File: src/rtl/uc_pkg.sv
`default_nettype none
// ============================================================================
//  Module      : uc_pkg
//  Description : Shared definitions for the multicycle RV32I control unit:
//                FSM state encoding, opcode constants, ALU operation and
//                control codes, immediate-format codes, datapath mux select
//                codes, the per-state control bundle and an imm_src helper.
//  Revision    : 1.0 - initial release
// ============================================================================
package uc_pkg;

    // FSM states; four bits leave encodings 11..15 unused (treated as illegal)
    typedef enum logic [3:0] {
        S0_FETCH     = 4'd0,
        S1_DECODE    = 4'd1,
        S2_MEMADR    = 4'd2,
        S3_MEMREAD   = 4'd3,
        S4_MEMWB     = 4'd4,
        S5_MEMWRITE  = 4'd5,
        S6_EXECUTER  = 4'd6,
        S7_ALUWB     = 4'd7,
        S8_EXECUTEI  = 4'd8,
        S9_JAL       = 4'd9,
        S10_BEQ      = 4'd10
    } state_t;

    // Supported opcodes (instr[6:0])
    localparam logic [6:0] OP_LW  = 7'b0000011;
    localparam logic [6:0] OP_SW  = 7'b0100011;
    localparam logic [6:0] OP_R   = 7'b0110011;
    localparam logic [6:0] OP_I   = 7'b0010011;
    localparam logic [6:0] OP_JAL = 7'b1101111;
    localparam logic [6:0] OP_BEQ = 7'b1100011;

    // ALU operation class handed from the FSM to the ALU decoder
    localparam logic [1:0] ALUOP_ADD   = 2'b00;
    localparam logic [1:0] ALUOP_SUB   = 2'b01;
    localparam logic [1:0] ALUOP_FUNCT = 2'b10;

    // ALU control codes
    localparam logic [2:0] ALU_ADD = 3'b000;
    localparam logic [2:0] ALU_SUB = 3'b001;
    localparam logic [2:0] ALU_AND = 3'b010;
    localparam logic [2:0] ALU_OR  = 3'b011;
    localparam logic [2:0] ALU_SLT = 3'b101;

    // Immediate formats
    localparam logic [1:0] IMM_I = 2'b00;
    localparam logic [1:0] IMM_S = 2'b01;
    localparam logic [1:0] IMM_B = 2'b10;
    localparam logic [1:0] IMM_J = 2'b11;

    // Datapath mux selects
    localparam logic       ADR_PC        = 1'b0;
    localparam logic       ADR_ALUOUT    = 1'b1;
    localparam logic [1:0] SRCA_PC       = 2'b00;
    localparam logic [1:0] SRCA_OLDPC    = 2'b01;
    localparam logic [1:0] SRCA_RD1      = 2'b10;
    localparam logic [1:0] SRCB_RD2      = 2'b00;
    localparam logic [1:0] SRCB_IMM      = 2'b01;
    localparam logic [1:0] SRCB_FOUR     = 2'b10;
    localparam logic [1:0] RES_ALUOUT    = 2'b00;
    localparam logic [1:0] RES_DATA      = 2'b01;
    localparam logic [1:0] RES_ALURESULT = 2'b10;

    // Control bundle produced purely from the current state
    typedef struct packed {
        logic       pc_update;
        logic       branch;
        logic       adr_src;
        logic       mem_write;
        logic       ir_write;
        logic [1:0] result_src;
        logic [1:0] alu_src_a;
        logic [1:0] alu_src_b;
        logic [1:0] aluop;
        logic       reg_write;
    } ctrl_t;

    // Immediate format is a pure function of the opcode; unknown -> I-type
    function automatic logic [1:0] imm_src_for(input logic [6:0] op);
        logic [1:0] imm;
        case (op)
            OP_SW:   imm = IMM_S;
            OP_BEQ:  imm = IMM_B;
            OP_JAL:  imm = IMM_J;
            default: imm = IMM_I;
        endcase
        return imm;
    endfunction

endpackage
`default_nettype wire

File: src/rtl/alu_decoder.sv
`default_nettype none
// ============================================================================
//  Module      : alu_decoder
//  Description : Combinational ALU decoder. Maps the FSM's ALU operation class
//                and the instruction funct fields to an ALU control code.
//  Ports       : aluop[1:0]       - 00 add, 01 sub, 10 use funct fields
//                funct3[2:0]      - instr[14:12]
//                funct7b5         - instr[30]
//                op5              - instr[5], separates R-type from I-type
//                alu_control[2:0] - ALU operation select
//  Revision    : 1.0 - initial release
// ============================================================================
module alu_decoder
    import uc_pkg::*;
(
    input  logic [1:0] aluop,
    input  logic [2:0] funct3,
    input  logic       funct7b5,
    input  logic       op5,
    output logic [2:0] alu_control
);

    always_comb begin
        alu_control = ALU_ADD;
        case (aluop)
            ALUOP_ADD: alu_control = ALU_ADD;
            ALUOP_SUB: alu_control = ALU_SUB;
            ALUOP_FUNCT: begin
                case (funct3)
                    // instr[30] only means sub for R-type; for addi it is
                    // part of the immediate and must be ignored
                    3'b000:  alu_control = (op5 & funct7b5) ? ALU_SUB : ALU_ADD;
                    3'b010:  alu_control = ALU_SLT;
                    3'b110:  alu_control = ALU_OR;
                    3'b111:  alu_control = ALU_AND;
                    default: alu_control = ALU_ADD;
                endcase
            end
            default: alu_control = ALU_ADD;
        endcase
    end

endmodule
`default_nettype wire

File: src/rtl/unidad_control_multiciclo.sv
`default_nettype none
// ============================================================================
//  Module      : unidad_control_multiciclo
//  Description : Multicycle RV32I-subset control unit. Moore FSM sequencing
//                fetch/decode/execute/memory/writeback and driving the
//                register-file, memory, IR and PC enables plus datapath
//                mux selects.
//  Ports       : clk, reset (async, active high)
//                op, funct3, funct7b5   - instruction register fields
//                zero                   - ALU zero flag
//                pc_write, adr_src, mem_write, ir_write, result_src,
//                alu_src_a, alu_src_b, imm_src, alu_control, reg_write
//                illegal_op             - pulse in DECODE on unsupported op
//                instr_count[31:0]      - retired-instruction counter
//                                         (only with UC_INSTR_COUNT_EN)
//  Options     : UC_INSTR_COUNT_EN adds the instr_count output and counter.
//  Revision    : 1.0 - initial release
// ============================================================================
module unidad_control_multiciclo
    import uc_pkg::*;
#(
    parameter logic [3:0] RESET_STATE = 4'd0,
    parameter int         NUM_STATES  = 11
)(
    input  logic        clk,
    input  logic        reset,
    input  logic [6:0]  op,
    input  logic [2:0]  funct3,
    input  logic        funct7b5,
    input  logic        zero,
    output logic        pc_write,
    output logic        adr_src,
    output logic        mem_write,
    output logic        ir_write,
    output logic [1:0]  result_src,
    output logic [1:0]  alu_src_a,
    output logic [1:0]  alu_src_b,
    output logic [1:0]  imm_src,
    output logic [2:0]  alu_control,
    output logic        reg_write,
    output logic        illegal_op
`ifdef UC_INSTR_COUNT_EN
    ,
    output logic [31:0] instr_count
`endif
);

    state_t r_state;
    state_t w_next_state;
    ctrl_t  w_ctrl;
    logic   w_state_legal;
    logic   w_op_supported;

    assign w_state_legal  = ({28'd0, r_state} < NUM_STATES[31:0]);
    assign w_op_supported = (op == OP_LW) || (op == OP_SW) || (op == OP_R) ||
                            (op == OP_I)  || (op == OP_JAL) || (op == OP_BEQ);

    // ------------------------------------------------------------------
    // State register
    // ------------------------------------------------------------------
    always_ff @(posedge clk or posedge reset) begin
        if (reset) begin
            r_state <= state_t'(RESET_STATE);
        end else begin
            r_state <= w_next_state;
        end
    end

    // ------------------------------------------------------------------
    // Next-state logic
    // ------------------------------------------------------------------
    always_comb begin
        w_next_state = S0_FETCH;
        if (w_state_legal) begin
            case (r_state)
                S0_FETCH:    w_next_state = S1_DECODE;
                S1_DECODE: begin
                    case (op)
                        OP_LW, OP_SW: w_next_state = S2_MEMADR;
                        OP_R:         w_next_state = S6_EXECUTER;
                        OP_I:         w_next_state = S8_EXECUTEI;
                        OP_JAL:       w_next_state = S9_JAL;
                        OP_BEQ:       w_next_state = S10_BEQ;
                        default:      w_next_state = S0_FETCH;
                    endcase
                end
                S2_MEMADR:   w_next_state = (op == OP_SW) ? S5_MEMWRITE : S3_MEMREAD;
                S3_MEMREAD:  w_next_state = S4_MEMWB;
                S4_MEMWB:    w_next_state = S0_FETCH;
                S5_MEMWRITE: w_next_state = S0_FETCH;
                S6_EXECUTER: w_next_state = S7_ALUWB;
                S7_ALUWB:    w_next_state = S0_FETCH;
                S8_EXECUTEI: w_next_state = S7_ALUWB;
                S9_JAL:      w_next_state = S7_ALUWB;
                S10_BEQ:     w_next_state = S0_FETCH;
                default:     w_next_state = S0_FETCH;
            endcase
        end
    end

    // ------------------------------------------------------------------
    // State-decoded control bundle (Moore). Unlisted fields stay zero, so
    // unused encodings fall out with every enable deasserted.
    // ------------------------------------------------------------------
    always_comb begin
        w_ctrl = '0;
        case (r_state)
            S0_FETCH: begin
                w_ctrl.adr_src    = ADR_PC;
                w_ctrl.ir_write   = 1'b1;
                w_ctrl.alu_src_a  = SRCA_PC;
                w_ctrl.alu_src_b  = SRCB_FOUR;
                w_ctrl.aluop      = ALUOP_ADD;
                w_ctrl.result_src = RES_ALURESULT;
                w_ctrl.pc_update  = 1'b1;
            end
            S1_DECODE: begin
                // Precompute the branch target from OldPC + immediate
                w_ctrl.alu_src_a  = SRCA_OLDPC;
                w_ctrl.alu_src_b  = SRCB_IMM;
                w_ctrl.aluop      = ALUOP_ADD;
            end
            S2_MEMADR: begin
                w_ctrl.alu_src_a  = SRCA_RD1;
                w_ctrl.alu_src_b  = SRCB_IMM;
                w_ctrl.aluop      = ALUOP_ADD;
            end
            S3_MEMREAD: begin
                w_ctrl.result_src = RES_ALUOUT;
                w_ctrl.adr_src    = ADR_ALUOUT;
            end
            S4_MEMWB: begin
                w_ctrl.result_src = RES_DATA;
                w_ctrl.reg_write  = 1'b1;
            end
            S5_MEMWRITE: begin
                w_ctrl.result_src = RES_ALUOUT;
                w_ctrl.adr_src    = ADR_ALUOUT;
                w_ctrl.mem_write  = 1'b1;
            end
            S6_EXECUTER: begin
                w_ctrl.alu_src_a  = SRCA_RD1;
                w_ctrl.alu_src_b  = SRCB_RD2;
                w_ctrl.aluop      = ALUOP_FUNCT;
            end
            S7_ALUWB: begin
                w_ctrl.result_src = RES_ALUOUT;
                w_ctrl.reg_write  = 1'b1;
            end
            S8_EXECUTEI: begin
                w_ctrl.alu_src_a  = SRCA_RD1;
                w_ctrl.alu_src_b  = SRCB_IMM;
                w_ctrl.aluop      = ALUOP_FUNCT;
            end
            S9_JAL: begin
                // Return address OldPC + 4 is computed while the PC loads
                // the jump target held in ALUOut from DECODE
                w_ctrl.alu_src_a  = SRCA_OLDPC;
                w_ctrl.alu_src_b  = SRCB_FOUR;
                w_ctrl.aluop      = ALUOP_ADD;
                w_ctrl.result_src = RES_ALUOUT;
                w_ctrl.pc_update  = 1'b1;
            end
            S10_BEQ: begin
                w_ctrl.alu_src_a  = SRCA_RD1;
                w_ctrl.alu_src_b  = SRCB_RD2;
                w_ctrl.aluop      = ALUOP_SUB;
                w_ctrl.result_src = RES_ALUOUT;
                w_ctrl.branch     = 1'b1;
            end
            default: w_ctrl = '0;
        endcase
    end

    alu_decoder u_alu_decoder (
        .aluop       (w_ctrl.aluop),
        .funct3      (funct3),
        .funct7b5    (funct7b5),
        .op5         (op[5]),
        .alu_control (alu_control)
    );

    // Selects pass straight through; the state register is already FETCH
    // while reset is high, so they show their FETCH values. Enables are
    // gated with reset so nothing is written during reset.
    assign adr_src    = w_ctrl.adr_src;
    assign result_src = w_ctrl.result_src;
    assign alu_src_a  = w_ctrl.alu_src_a;
    assign alu_src_b  = w_ctrl.alu_src_b;
    assign imm_src    = imm_src_for(op);

    assign pc_write   = ~reset & (w_ctrl.pc_update | (w_ctrl.branch & zero));
    assign mem_write  = ~reset & w_ctrl.mem_write;
    assign ir_write   = ~reset & w_ctrl.ir_write;
    assign reg_write  = ~reset & w_ctrl.reg_write;
    assign illegal_op = ~reset & (r_state == S1_DECODE) & ~w_op_supported;

`ifdef UC_INSTR_COUNT_EN
    logic [31:0] r_instr_count;
    logic        w_retire;

    // An instruction retires when its final state hands back to FETCH
    assign w_retire = (w_next_state == S0_FETCH) &&
                      ((r_state == S4_MEMWB) || (r_state == S5_MEMWRITE) ||
                       (r_state == S7_ALUWB) || (r_state == S10_BEQ));

    always_ff @(posedge clk or posedge reset) begin
        if (reset) begin
            r_instr_count <= 32'd0;
        end else if (w_retire) begin
            r_instr_count <= r_instr_count + 32'd1;
        end
    end

    assign instr_count = r_instr_count;
`endif

endmodule
`default_nettype wire

File: config.mk
export PLATFORM = sky130hd
export DESIGN_NAME = unidad_control_multiciclo
export DESIGN_NICKNAME = d
export VERILOG_FILES = /design/src/rtl/uc_pkg.sv /design/src/rtl/alu_decoder.sv /design/src/rtl/unidad_control_multiciclo.sv
export SDC_FILE = /design/constraint.sdc
export NUM_CORES = 1
export LEC_CHECK = 0
export CORE_AREA = 8 8 52 54
export DETAILED_ROUTE_END_ITERATION = 8
export DIE_AREA = 0 0 60 62
export HOLD_SLACK_MARGIN = 0.03
export MAX_ROUTING_LAYER = met4
export PLACE_DENSITY = 0.7
export SLEW_MARGIN = 15
export SYNTH_ARGS = -nofsm -noshare
export SYNTH_HDL_FRONTEND = slang
export SYNTH_HIERARCHICAL = 1
export SYNTH_SLANG_ARGS = --single-unit
File: constraint.sdc
create_clock -name clk -period 2.2 [get_ports clk]
set_clock_uncertainty 0.2 [all_clocks]
set_input_delay 0.66 -clock clk [delete_from_list [all_inputs] [get_ports clk]]
set_output_delay 0.66 -clock clk [all_outputs]
set_load 0.05 [all_outputs]
==> results of run 1 <==
[per-stage QoR]
step	setup WS (ns)	instance area (µm²)	setup TNS, ns	cells	hold slack, ns
3_3_place_gp	-0.671	1480	-4.58	167	0.520
3_5_place_dp	-0.708	1480	-4.92	167	0.524
4_1_cts	-0.535	1790	-5.09	190	0.447
2_1_floorplan	-0.418	816	-1.30	85	0.231
[logic make-up after synthesis]
kind of cell | count (synthesis) | synth area share, %
AOI/OAI and AO/OA | 14 | 16.4
DFF | 4 | 15.1
adders and majority gates | 2 | 3.77
buffers and inverters | 15 | 18.3
and+or+nand+nor | 47 | 42.5
xor gates and xnor gates | 3 | 3.96
[synth_stat cells (2+ instances only)]
| master | instances |
|---|---|
| nand2b_1 | 4 |
| buf_4 | 6 |
| a21oi_1 | 7 |
| nand3_1 | 5 |
| xor2_1 | 2 |
| clkbuf_8 | 2 |
| dfrtp_1 | 4 |
| nor3_1 | 5 |
| inv_1 | 4 |
| nor2b_1 | 3 |
| ha_1 | 2 |
| nand2_1 | 7 |
| nor4b_1 | 2 |
| buf_6 | 3 |
| nor2_1 | 9 |
| a211oi_1 | 2 |
[what timing repair did]
| item | in CTS |
|---|---|
| pin swaps | 16 |
| gates resized for setup | 70 |
| buffers inserted | 21 |
| endpoints found under the setup margin | 16 |
==> summary.md, run 1 <==
| Metric | Value |
|---|---|
| Run status | did not finish |
| Fail Step | 5_1_grt |
| Stop err | [ERROR DPL-0038] Utilization greater than 100%, impossible to legalize |
| CTS Sinks | 4 |
| Ports | 31 |
| Worst-path end type | output port |
| Row count | 16 |
| Yosys top cell area share | 15.1% |
| Max clock buf depth | 2 |
| Placer Congestion | 0.849 |
| H-tree Lvls | 1 |
| Dpl hpwl | slightly below 2000 µm |
| Yosys warns | 6 |
| Synth top area cells | dfrtp_1, buf_4, a21oi_1 |
| Synth unique cells | 34 |
| Synth Register Bits | 4 |
| Vert. Die Dim | 62 µm |
| Async set or reset register ratio after synthesis | 100% |
| Sequential-to-total area share from yosys stat | 15.1% |
| Number of buffers inserted by hold repair at cts | 0 |
| GR repair worst EP | alu_control[0] |
| Synth Cell Area | 663 µm² |
| Die width | about 60 µm |
| I/O Buffers | 30 |
| Main synth FF type | dfrtp_1 |
| Largest net degree at the start of global routing | 9 |
| CTS Root Cell | clkbuf_4 |
| Post-synth top area cell | dfrtp_1 |
| Post-synth EDFFs | 0 |
| Syn Area/Cell | 7.80 µm² |
| Cells after Synth | 85 |
| CTS buffer count | 3 |
| Syn_nets | 101 |
| Starting density of the core | 34.9% |
==> run 2, diff against run 1 <==
Settings changed: CORE_AREA 8 8 52 54 to 8 8 69 71, DIE_AREA 0 0 60 62 to 0 0 77 79, HOLD_SLACK_MARGIN 0.03 to not set, MAX_ROUTING_LAYER met4 to not set, PLACE_DENSITY 0.7 to not set, PLACE_DENSITY_LB_ADDON set to 0.15.
Clock period 2.2 ns to 2.85 ns, I/O delays scaled along.
==> summary.md, run 2 <==
| Metric | Value |
|---|---|
| Yosys top cell area share | roughly 15% |
| Row count | 23 |
| Cells after Synth | 85 |
| Max-cap viol count | 0 |
| Post-route antenna net violation count | 0 |
| R2R Path Start | r_state[0]$_DFF_PP0_ |
| Largest registers | r_state (4) |
| Post-DP Area | roughly 0.0013 mm² |
| Dpl hpwl | approximately 1900 µm |
| CP max FO | 5 |
| CTS Root Cell | clkbuf_8 |
| Worst hold path type | flop to flop |
| Crit path launch | r_state[3]$_DFF_PP0_ |
| Post-Layout Inst Area | 0.00146 mm² |
| Post-synth top cells | nor2_1, a21oi_1, nand2_1, buf_4 |
| Nets@finish | 150 |
| Overall routed net length | 2300 µm |
| Synth Register Bits | 4 |
| Max reg flops | 4 |
| Commonest non-fill, non-tap cell in the layout | buf_4 |
| DR vias/cell | around 4.2 |
| GRT overflow | 0 |
| Post-synth EDFFs | 0 |
| CP Buf/Inv Count | 1 |
| Starting density of the core | 17.5% |
| Rel. slew slack | between 70% and 80% |
| Pwr dens | 646 mW/mm² |
| Ant diodes | 0 |
| Static leakage | 0.615 nW |
| Hold Startpoint | r_state[1]$_DFF_PP0_ |
| Syn_nets | 101 |
| TritonCTS clock tree | yes |
| Setup violations, final | 3 |
| CTS buffer count | 3 |
| Most flop-heavy register | r_state |
| Total track usage | around 7.9% |
| Placer Congestion | 0.773 |
| Total power | about 0.94 mW |
| Main synth FF type | dfrtp_1 |
| Max clock buf depth | 2 |
| Crit end category | output port |
| Critical path data arrival time | 1.86 ns |
| Synth unique cells | 34 |
| Min Hold Slack | 0.417 ns |
| Core area | 0.00380 mm² |
| Sequential-to-total area share from yosys stat | 15.1% |
| Yosys warns | 6 |
| Most frequent cells in the layout | buf_4, buf_12, nor2_1 |
| Clk pin slew, worst setup/hold paths | around 0.03 ns |
| Failing checks | negative setup slack |
| Die width | 77 µm |
| Largest stage delay on the critical path | roughly 0.41 ns |
| Area delta synth->final | 120% |
| Multi-input gate area | slightly below 600 µm² |
| Clock Latency Late Sink | 0.21 ns |
| Final Critical Period | 2.91 ns |
| Post-synth top area cell | dfrtp_1 |
| Hold depth | 2 |
| Reg area | 103 µm² |
| Hold Vio Cnt, Final | 0 |
| First-pass GRT wire length | 4010 µm |
| Drt wl/cell | between 10 and 15 µm |
| Layout cells sized above 1 | 61.4% |
| Initial antenna violation count | 0 |
| Initial DRT Pass Iterations | 4 |
| Post-route DRC | 0 |
| Unrepaired setup endpoints after global routing | true |
| Most frequent cell after synthesis | nor2_1 |
| Ports | 31 |
| Via count | 762 |
| VDD IR-drop max | 0.370 mV |
| Fmax | 343 MHz |
| Fillers | 410 |
| WP data required | 1.80 ns |
| Largest net degree at the start of global routing | 17 |
| Synth Cell Area | 663 µm² |
| Worst-path cell chain | and2b_2 > nand2_2 > a21oi_4 > ha_4 > nor4b_4 > buf_12 |
| FF-to-FF path depth | 4 |
| Critical path class | flop to output port |
| Syn Area/Cell | between 7 and 8 µm² |
| Worst-margin pin slew | 0.397 ns |
| Vias in the first global route | 857 |
| Fin crit share | 102% |
| H-tree Lvls | 1 |
| I/O Buffers | 30 |
| Die Area | 0.00608 mm² |
| Number of buffers inserted by hold repair at cts | 0 |
| Async set or reset register ratio after synthesis | 100% |
| Synth top area cells | dfrtp_1, buf_4, a21oi_1 |
| Run status | complete, but fails checks |
| Startpoint Class | flop |
| Initial DRC Count | 21 |
| Top Family by Delay on Critical Path | simple AND/OR/NAND/NOR gates |
| Max Slew Vio Count | 0 |
| Final WS setup | -0.0631 ns |
| CTS Sinks | 4 |
| Vert. Die Dim | 79 µm |
| Critical path depth in cells | 6 |
| CP max stage cell | dfrtp_1 |
[run 2: cell counts after synthesis]
No cell type changed its count.
[run 2: layout make-up]
| cell class | instances | share of cell area [%] |
|---|---|---|
| sequential | 4 | 7.04 |
| multi-input combinational | 66 | 40.4 |
| tap | 50 | 4.29 |
| inverter | 4 | 1.03 |
| timing repair buffer | 55 | 44.4 |
| clock buffer | 3 | 2.83 |
[run 2: where the power goes]
group / total, mW / internal (mW) / leakage (nW) / switching (mW)
Combinational: 0.743 / 0.335 / 0.544 / 0.408
Sequential: 0.0819 / 0.0695 / 0.0498 / 0.0125
Clock: 0.117 / 0.0899 / 0.0216 / 0.0276
Total: 0.942 / 0.494 / 0.615 / 0.448
[run 2: stage by stage]
stage,setup WS (ns),instances,TNS (ns),utilization [%]
2_1_floorplan,-0.101,85,-0.199,-
3_3_place_gp,-0.430,177,-1.76,35.1
3_5_place_dp,-0.445,177,-1.82,35.1
4_1_cts,-0.0943,181,-0.266,37.7
5_1_grt,-0.156,182,-0.379,38.4
6_report,-0.0631,182,-0.105,38.4
[run 2: path summary, 6_finish.rpt]
| check | slack (ns) | end |
|---|---|---|
| setup / recovery | -0.06 | alu_control[2] |
| hold / removal | 0.42 | r_state[1]$_DFF_PP0_ |
| setup reg to reg | 1.33 | r_state[3]$_DFF_PP0_ |
| hold reg to reg | 0.42 | r_state[1]$_DFF_PP0_ |
| max in group asynchronous | 1.64 | r_state[2]$_DFF_PP0_ |
| min in group asynchronous | 0.70 | r_state[0]$_DFF_PP0_ |
[run 2: routing by layer]
metal	wire, µm	global-route usage, %
met5	0	0
met4	0	1.13
met3	133	2.48
met2	1190	14.7
met1	974	8.77
[run 2: tightest hold or removal path, stage by stage, from the launching register on]
cell	delay, ns
dfrtp_2	0.40
o211ai_1	0.10
nand3_1	0.08
[run 2: what timing repair did]
| action | 4_1_cts | 5_1_grt |
|---|---|---|
| pin swaps | 8 | 6 |
| setup buffers | 1 | 1 |
| endpoints found under the setup margin | 10 | 7 |
| gates resized for setup | 42 | 13 |
[run 2: cell families after synthesis]
group	Yosys count	share of synthesized area [%]
DFF	4	15.1
adders and majority gates	2	3.77
and+or+nand+nor	47	42.5
xor gates and xnor gates	3	3.96
buffers and inverters	15	18.3
AOI/OAI and AO/OA	14	16.4
Power figures use the tool's default switching activity.
